**src/rtl/id_ex_stage.sv**
```systemverilog
// ID/EX pipeline register: carries decoded fields into EX, inserts bubbles
// on load-use stalls, clears on flush, and counts inserted bubbles.
module id_ex_stage #(
  parameter int DATA_W    = 32,
  parameter int ALUOP_W   = 8,
  parameter int ALUSEL_W  = 3,
  parameter int REGADDR_W = 5,
  parameter int CNT_W     = 16
) (
  input  logic                 clk,
  input  logic                 rst,
  input  logic [5:0]           stall,
  input  logic                 flush,
  input  logic [ALUOP_W-1:0]   id_aluop,
  input  logic [ALUSEL_W-1:0]  id_alusel,
  input  logic [DATA_W-1:0]    id_reg1,
  input  logic [DATA_W-1:0]    id_reg2,
  input  logic [DATA_W-1:0]    id_inst,
  input  logic [REGADDR_W-1:0] id_wd,
  input  logic                 id_wreg,
  input  logic                 id_is_in_delayslot,
  input  logic                 next_inst_in_delayslot,
  output logic [ALUOP_W-1:0]   ex_aluop,
  output logic [ALUSEL_W-1:0]  ex_alusel,
  output logic [DATA_W-1:0]    ex_reg1,
  output logic [DATA_W-1:0]    ex_reg2,
  output logic [DATA_W-1:0]    ex_inst,
  output logic [REGADDR_W-1:0] ex_wd,
  output logic                 ex_wreg,
  output logic                 ex_is_in_delayslot,
  output logic                 is_in_delayslot_o,
  output logic                 ex_valid,
  output logic [CNT_W-1:0]     bubble_cnt
);

  logic id_stall;
  logic ex_stall;
  logic bubble;
  logic load_nop;
  logic unused_stall;

  assign id_stall     = stall[2];
  assign ex_stall     = stall[3];
  // ID stalled while EX keeps running: EX must see a NOP, not a duplicate.
  assign bubble       = id_stall & ~ex_stall;
  assign load_nop     = flush | bubble;
  assign unused_stall = ^{stall[5:4], stall[1:0]};

  // NOTE: non-blocking assignments here so every register samples the
  // pre-edge values of its neighbours; blocking would create ordering races.
  always_ff @(posedge clk) begin
    if (rst) begin
      ex_aluop           <= '0;
      ex_alusel          <= '0;
      ex_reg1            <= '0;
      ex_reg2            <= '0;
      ex_inst            <= '0;
      ex_wd              <= '0;
      ex_wreg            <= 1'b0;
      ex_is_in_delayslot <= 1'b0;
      is_in_delayslot_o  <= 1'b0;
      ex_valid           <= 1'b0;
      bubble_cnt         <= '0;
    end else if (load_nop) begin
      ex_aluop           <= '0;
      ex_alusel          <= '0;
      ex_reg1            <= '0;
      ex_reg2            <= '0;
      ex_inst            <= '0;
      ex_wd              <= '0;
      ex_wreg            <= 1'b0;
      ex_is_in_delayslot <= 1'b0;
      ex_valid           <= 1'b0;
      // Flush discards the pending delay-slot marker; a bubble keeps it
      // because the branch's slot instruction is still waiting in ID.
      if (flush) begin
        is_in_delayslot_o <= 1'b0;
      end else if (bubble_cnt != {CNT_W{1'b1}}) begin
        bubble_cnt <= bubble_cnt + CNT_W'(1);
      end
    end else if (!ex_stall) begin
      ex_aluop           <= id_aluop;
      ex_alusel          <= id_alusel;
      ex_reg1            <= id_reg1;
      ex_reg2            <= id_reg2;
      ex_inst            <= id_inst;
      ex_wd              <= id_wd;
      ex_wreg            <= id_wreg;
      ex_is_in_delayslot <= id_is_in_delayslot;
      is_in_delayslot_o  <= next_inst_in_delayslot;
      ex_valid           <= 1'b1;
    end
  end

endmodule

```
**config.mk**
```make
export PLATFORM = sky130hd
export DESIGN_NAME = id_ex_stage
export DESIGN_NICKNAME = d
export VERILOG_FILES = /design/src/rtl/id_ex_stage.sv
export SDC_FILE = /design/constraint.sdc
export NUM_CORES = 1
export LEC_CHECK = 0
export CORE_AREA = 2 2 109 137
export CTS_BUF_LIST = sky130_fd_sc_hd__clkbuf_4 sky130_fd_sc_hd__clkbuf_8
export DETAILED_ROUTE_END_ITERATION = 10
export DIE_AREA = 0 0 111 139
export DONT_BUFFER_PORTS = 1
export GPL_ROUTABILITY_DRIVEN = 0
export PLACE_DENSITY = 0.55
export SYNTH_ARGS = -nofsm -noshare
export SYNTH_HDL_FRONTEND = slang
export SYNTH_SLANG_ARGS = --single-unit
```
**constraint.sdc**
```tcl
create_clock -name clk -period 2.5 [get_ports clk]
set_input_delay 0.25 -clock clk [delete_from_list [all_inputs] [get_ports clk]]
set_output_delay 0.25 -clock clk [all_outputs]
set_load 0.005 [all_outputs]
```
==> results of run 1 <==
## stage by stage
step / hold WS, ps / std cells / util, %
after detailed placement: 323 / 627 / 35.2
after global placement: 324 / 627 / 35.2
after floorplan: 329 / 476 / -
## cells in the mapped netlist (all sizes together)
library cell | n | area share (%)
nand2 | 4 | 0.31
nor2b | 1 | 0.13
o31ai | 8 | 1.2
and3 | 2 | 0.26
dfxtp | 132 | 55
nand4 | 4 | 0.52
inv | 4 | 0.31
o41ai | 1 | 0.18
o21ai | 5 | 0.52
or3b | 3 | 0.54
nand3 | 5 | 0.52
nor2 | 119 | 9.2
ha | 1 | 0.26
clkbuf | 13 | 1.0
and4 | 2 | 0.36
nand3b | 1 | 0.15
mux2i | 115 | 24
nor4 | 2 | 0.26
nor3b | 1 | 0.15
a21oi | 17 | 1.8
nor3 | 5 | 0.52
a311oi | 2 | 0.36
or4 | 8 | 1.2
or3 | 4 | 0.52
buf | 17 | 1.4
## cells by family after synthesis
group | Yosys count
AND/OR/NAND/NOR | 161
flip-flops | 132
multiplexers | 115
buffers and inverters | 34
AO/OA/AOI/OAI | 33
adder cells (fa/ha/maj) | 1
==> impl_metrics.yaml, run 1 <==
floorplan:
  die_y_um: 139
  die_w_um: 111
  num_rows: 49
  boundaryPins: 256
  start_util_pct: 34.2
synthesis:
  synth-simple-area-share_pct: 14.7
  yosysSeqAreaShare_pct: 54.5
  avgSynthCellArea_um2: 10.2
  synth_fp_nets: 601
  netlist_area_um2: 4850
  synth-seq-cells: 132
  ys_warn_count: 0
  synthXorXnorAreaFrac_pct: 0
  yosys.area_share.adder_pct: 0.258
  synth_top_family_by_area: "multiplexers"
  synth_compound_area_share_pct: 4.05
  synth_mux_area_share_pct: 23.7
  ys_types: 28
  syn_inst: 476
placement:
  pre_cts_slack_ps: 421
  placed_area_um2: 4990
  place.port_buffers: 0
  hpwl_mm: 7.66
clocking:
  cts_buffer_depth: 2
  numCtsBuffers: 17
  post_cts_resized: 0
  root_buffer: "clkbuf_8"
  clock_sinks: 132
  ctsHoldBuffers: 133
  ctsHtreeMaxLevel: 4
  post_cts_buffers: 0
run_status:
  lastStage: "clock tree synthesis"
  status: "did not finish"
  stop_error: "[ERROR RSZ-0060] Max buffer count reached."
==> run 2: changes to the inputs <==
CORE_AREA = 2 2 159 161   (was 2 2 109 137)
CTS_BUF_LIST = default   (was sky130_fd_sc_hd__clkbuf_4 sky130_fd_sc_hd__clkbuf_8)
DIE_AREA = 0 0 161 163   (was 0 0 111 139)
PLACE_DENSITY = default   (was 0.55)
PLACE_DENSITY_LB_ADDON = 0.15   (was default)
==> impl_metrics.yaml, run 2 <==
synthesis:
  synth_top_family_by_area: "multiplexers"
  synth_fp_nets: 601
  synthXorXnorAreaFrac_pct: 0
  syn_inst: 476
  synth_mux_area_share_pct: 23.7
  synth_top_cell_area_share_pct: 54.5
  synth-simple-area-share_pct: 14.7
  synth_common_cells: "132 x dfxtp_1, 119 x nor2_1, 115 x mux2i_1"
  yosys.area_share.adder_pct: 0.258
  synth-seq-cells: 132
  ys_async_sr_fraction_pct: 0
  synth_top_area_cell: "dfxtp_1"
  synth_most_common_cell: "dfxtp_1"
  synth_compound_area_share_pct: 4.05
  yosysSeqAreaShare_pct: 54.5
  netlist_area_um2: 4850
  avgSynthCellArea_um2: 10.2
  synth_ff_type: "dfxtp_1"
  synthTopCellsByArea: "dfxtp_1 55%, mux2i_1 24%, nor2_1 9.2%"
  ys_types: 28
  synth_edf_count: 0
  ys_warn_count: 0
critical_path:
  reg2reg_to: "bubble_cnt[10]$_SDFFE_PP0P_"
  cpMaxStageDelayCell: "or4_1"
  worstPathCellList: "ha_1 > nand3_1 > or3_1 > or4_1 > a21oi_1"
  path_class: "reg2reg"
  startpoint_type: "flip-flop"
  endpoint: "bubble_cnt[10]$_SDFFE_PP0P_"
  r2r_setup_slack_ps: 520
  crit_start: "bubble_cnt[0]$_SDFFE_PP0P_"
  critPathMaxStageDelay_ps: 480
  critPathMaxFanout: 6
  end_kind: "flip-flop"
  arrival_ps: 2320
  rr_worst_depth: 5
  critPathRequiredTime_ps: 2840
  reg2reg_from: "bubble_cnt[0]$_SDFFE_PP0P_"
routing:
  wl_per_cell_um: 14.9
  drc: 0
  viasPerCell: 4.12
  dr_wl_met3_mm: 1.18
  top_layer_used: "met4"
  totalWireLength_mm: 14.1
  num_vias: 3900
  ant_nets: 0
  drt-initial-drc-count: 150
  wl_met2_mm: 7.07
  wl_met1_mm: 5.66
  drtPass1Iterations: 6
timing:
  fin_crit_ps: 1980
  setup_violations: 0
  fmax_mhz: 504
  fin_ws_ps: 516
  finClkSkew_ps: 5.67
  rsz0062_at_grt: "false"
  fin_setup_tns_ps: 0
  max_slew_margin_pct: 26.1
  hold_viol: 0
  worstMarginPinSlew_ps: 1100
  min_period_over_period_pct: 79.4
  drv_slew: 0
clocking:
  numCtsBuffers: 17
  insertion_delay_ps: 410
  ctsHoldBuffers: 131
  cts.clk_slew.worst_paths_ps: 60
  ctsHtreeMaxLevel: 4
  clock_sinks: 132
  cts_tree: "yes"
  cts_buffer_depth: 2
  root_buffer: "clkbuf_16"
  post_cts_buffers: 0
  post_cts_resized: 0
floorplan:
  die_w_um: 161
  fp.coreArea_um2: 24700
  die_y_um: 163
  boundaryPins: 256
  num_rows: 58
  die_area_um2: 26200
  start_util_pct: 19.7
flow_run:
  maxCapViolations: 0
global_routing:
  gr-total-overflow: 0
  grt_antenna_before_repair: 2
  gr-usage-all-layers_pct: 10.5
  grt_pass1_vias: 3978
  grt_max_degree: 103
  grt_pass1_wl_mm: 21.4
layout:
  area_growth_pct: 46.6
  fin_nets: 727
  reg_top3: "ex_inst: 32 flops, ex_reg1: 32 flops, ex_reg2: 32 flops"
  drive_above_1_share_pct: 6.50
  final_cell_mix: "132 x dfxtp_1, 131 x dlygate4sd3_1, 119 x nor2_1"
  final_common_cell: "dfxtp_1"
  nFillCells: 2577
  final_cells: 947
power:
  p_per_area_nw_per_um2: 720
  leakagePower_nw: 2.81
  peakVddDrop_v: 0.000389
placement:
  pre_cts_slack_ps: 528
  hpwl_mm: 8.63
  place_inst: 782
  place.port_buffers: 0
run_status:
  status: "completed"
worst_hold_path:
  hp-class: "in2reg"
[run 2: cell counts after synthesis]
No cell type changed its count.
[run 2: worst min-delay path by stage]
stage	cells after the start	end	start
after floorplan	1	is_in_delayslot_o$_SDFFE_PP0P_	flush
after global placement	1	bubble_cnt[13]$_SDFFE_PP0P_	rst
after detailed placement	1	bubble_cnt[3]$_SDFFE_PP0P_	rst
after CTS	2	ex_inst[16]$_SDFFE_PP0N_	stall[3]
after global routing	2	ex_reg2[24]$_SDFFE_PP0N_	id_reg2[24]
final	2	ex_reg2[24]$_SDFFE_PP0N_	id_reg2[24]
[run 2: worst max-delay path: cells and delay by family, from the launching register on]
family                     cells  cell delay (ps)
AOI/OAI and AO/OA              1              140
DFF                            1              460
and+or+nand+nor                3             1050
adders and majority gates      1              250
[run 2: cells by family (layout without fill, tap and decap cells)]
family | count (synthesis) | after routing
and+or+nand+nor | 161 | 161
adders and majority gates | 1 | 1
other | 0 | 2
buffers and inverters | 34 | 173
muxes | 115 | 115
DFF | 132 | 132
AOI/OAI and AO/OA | 33 | 33
[run 2: routing by layer]
metal	track usage [%]	vias to the layer above
met4	3.65	0
met3	4.71	12
met5	0	-
met2	18.4	151
li1	-	1909
met1	11.4	1828
[run 2: report_power, final]
| group | total, mW | leakage [nW] | internal, mW | switching, mW |
|---|---|---|---|---|
| clock | 2.56 | 0.284 | 1.50 | 1.06 |
| combinational | 0.361 | 1.46 | 0.234 | 0.127 |
| sequential | 2.20 | 1.07 | 2.16 | 0.0455 |
[run 2: per-stage QoR]
stage | util, % | hold WS [ps] | power (mW) | cell area, um^2
after floorplan | - | 329 | 2.43 | 4850
after global placement | 21.1 | 323 | 2.42 | 5200
after detailed placement | 21.1 | 324 | 2.42 | 5200
after CTS | 28.8 | 0.403 | 5.23 | 7100
after global routing | 28.8 | 9.44 | 5.36 | 7110
final | 28.8 | 12.1 | 5.12 | 7110
[run 2: cell type report]
class | instances | area (um^2) | area share [%]
flip-flops and latches | 132 | 2640 | 37.2
multi-input cells | 310 | 2080 | 29.3
repair buffers | 137 | 1360 | 19.1
clock buffers | 17 | 425 | 5.98
well taps | 330 | 413 | 5.81
clock inverters | 15 | 169 | 2.38
inverters | 4 | 15.0 | 0.211
diodes | 2 | 5.00 | 0.0704
No activity file was read; power rests on OpenSTA's default activity.
==> run 3: changes to the inputs <==
clock period = 1.8 ns   (was 2.5 ns; I/O delays follow)
==> impl_metrics.yaml, run 3 <==
run_status:
  stop_error: "[ERROR RSZ-0060] Max buffer count reached."
  lastStage: "clock tree synthesis"
  status: "did not finish"
floorplan:
  start_util_pct: 19.7
  die_y_um: 163
  die_w_um: 161
  num_rows: 58
  boundaryPins: 256
clocking:
  numCtsBuffers: 17
  cts_buffer_depth: 2
  ctsHoldBuffers: 168
  post_cts_buffers: 0
  root_buffer: "clkbuf_16"
  post_cts_resized: 1
  ctsHtreeMaxLevel: 4
  clock_sinks: 132
synthesis:
  synth_most_common_cell: "dfxtp_1"
  ys_warn_count: 0
  netlist_area_um2: 4850
  ys_types: 28
  syn_inst: 476
  synth_common_cells: "132 x dfxtp_1, 119 x nor2_1, 115 x mux2i_1"
  ys_async_sr_fraction_pct: 0
  synth_top_area_cell: "dfxtp_1"
  synth_edf_count: 0
  avgSynthCellArea_um2: 10.2
  yosysSeqAreaShare_pct: 54.5
  synth_fp_nets: 601
  synthTopCellsByArea: "dfxtp_1 55%, mux2i_1 24%, nor2_1 9.2%"
  synth_ff_type: "dfxtp_1"
  synth_top_cell_area_share_pct: 54.5
  synth-seq-cells: 132
placement:
  place.port_buffers: 0
  hpwl_mm: 8.69
  pre_cts_slack_ps: -22.7
  place_inst: 803
  placed_area_um2: 5380
==> run 3: cells by family after synthesis <==
family	count (synthesis)	synth area share, %
simple gates	161	14.7
flops	132	54.5
mux	115	23.7
buf+inv	34	2.76
compound gates	33	4.05
fa+ha+maj	1	0.258
==> run 3: metrics by stage <==
stage	hold WS [ps]	setup TNS [ps]	utilization, %
floorplan	259	0	-
detailed placement	250	-47.7	21.8
global placement	251	-28.8	21.8
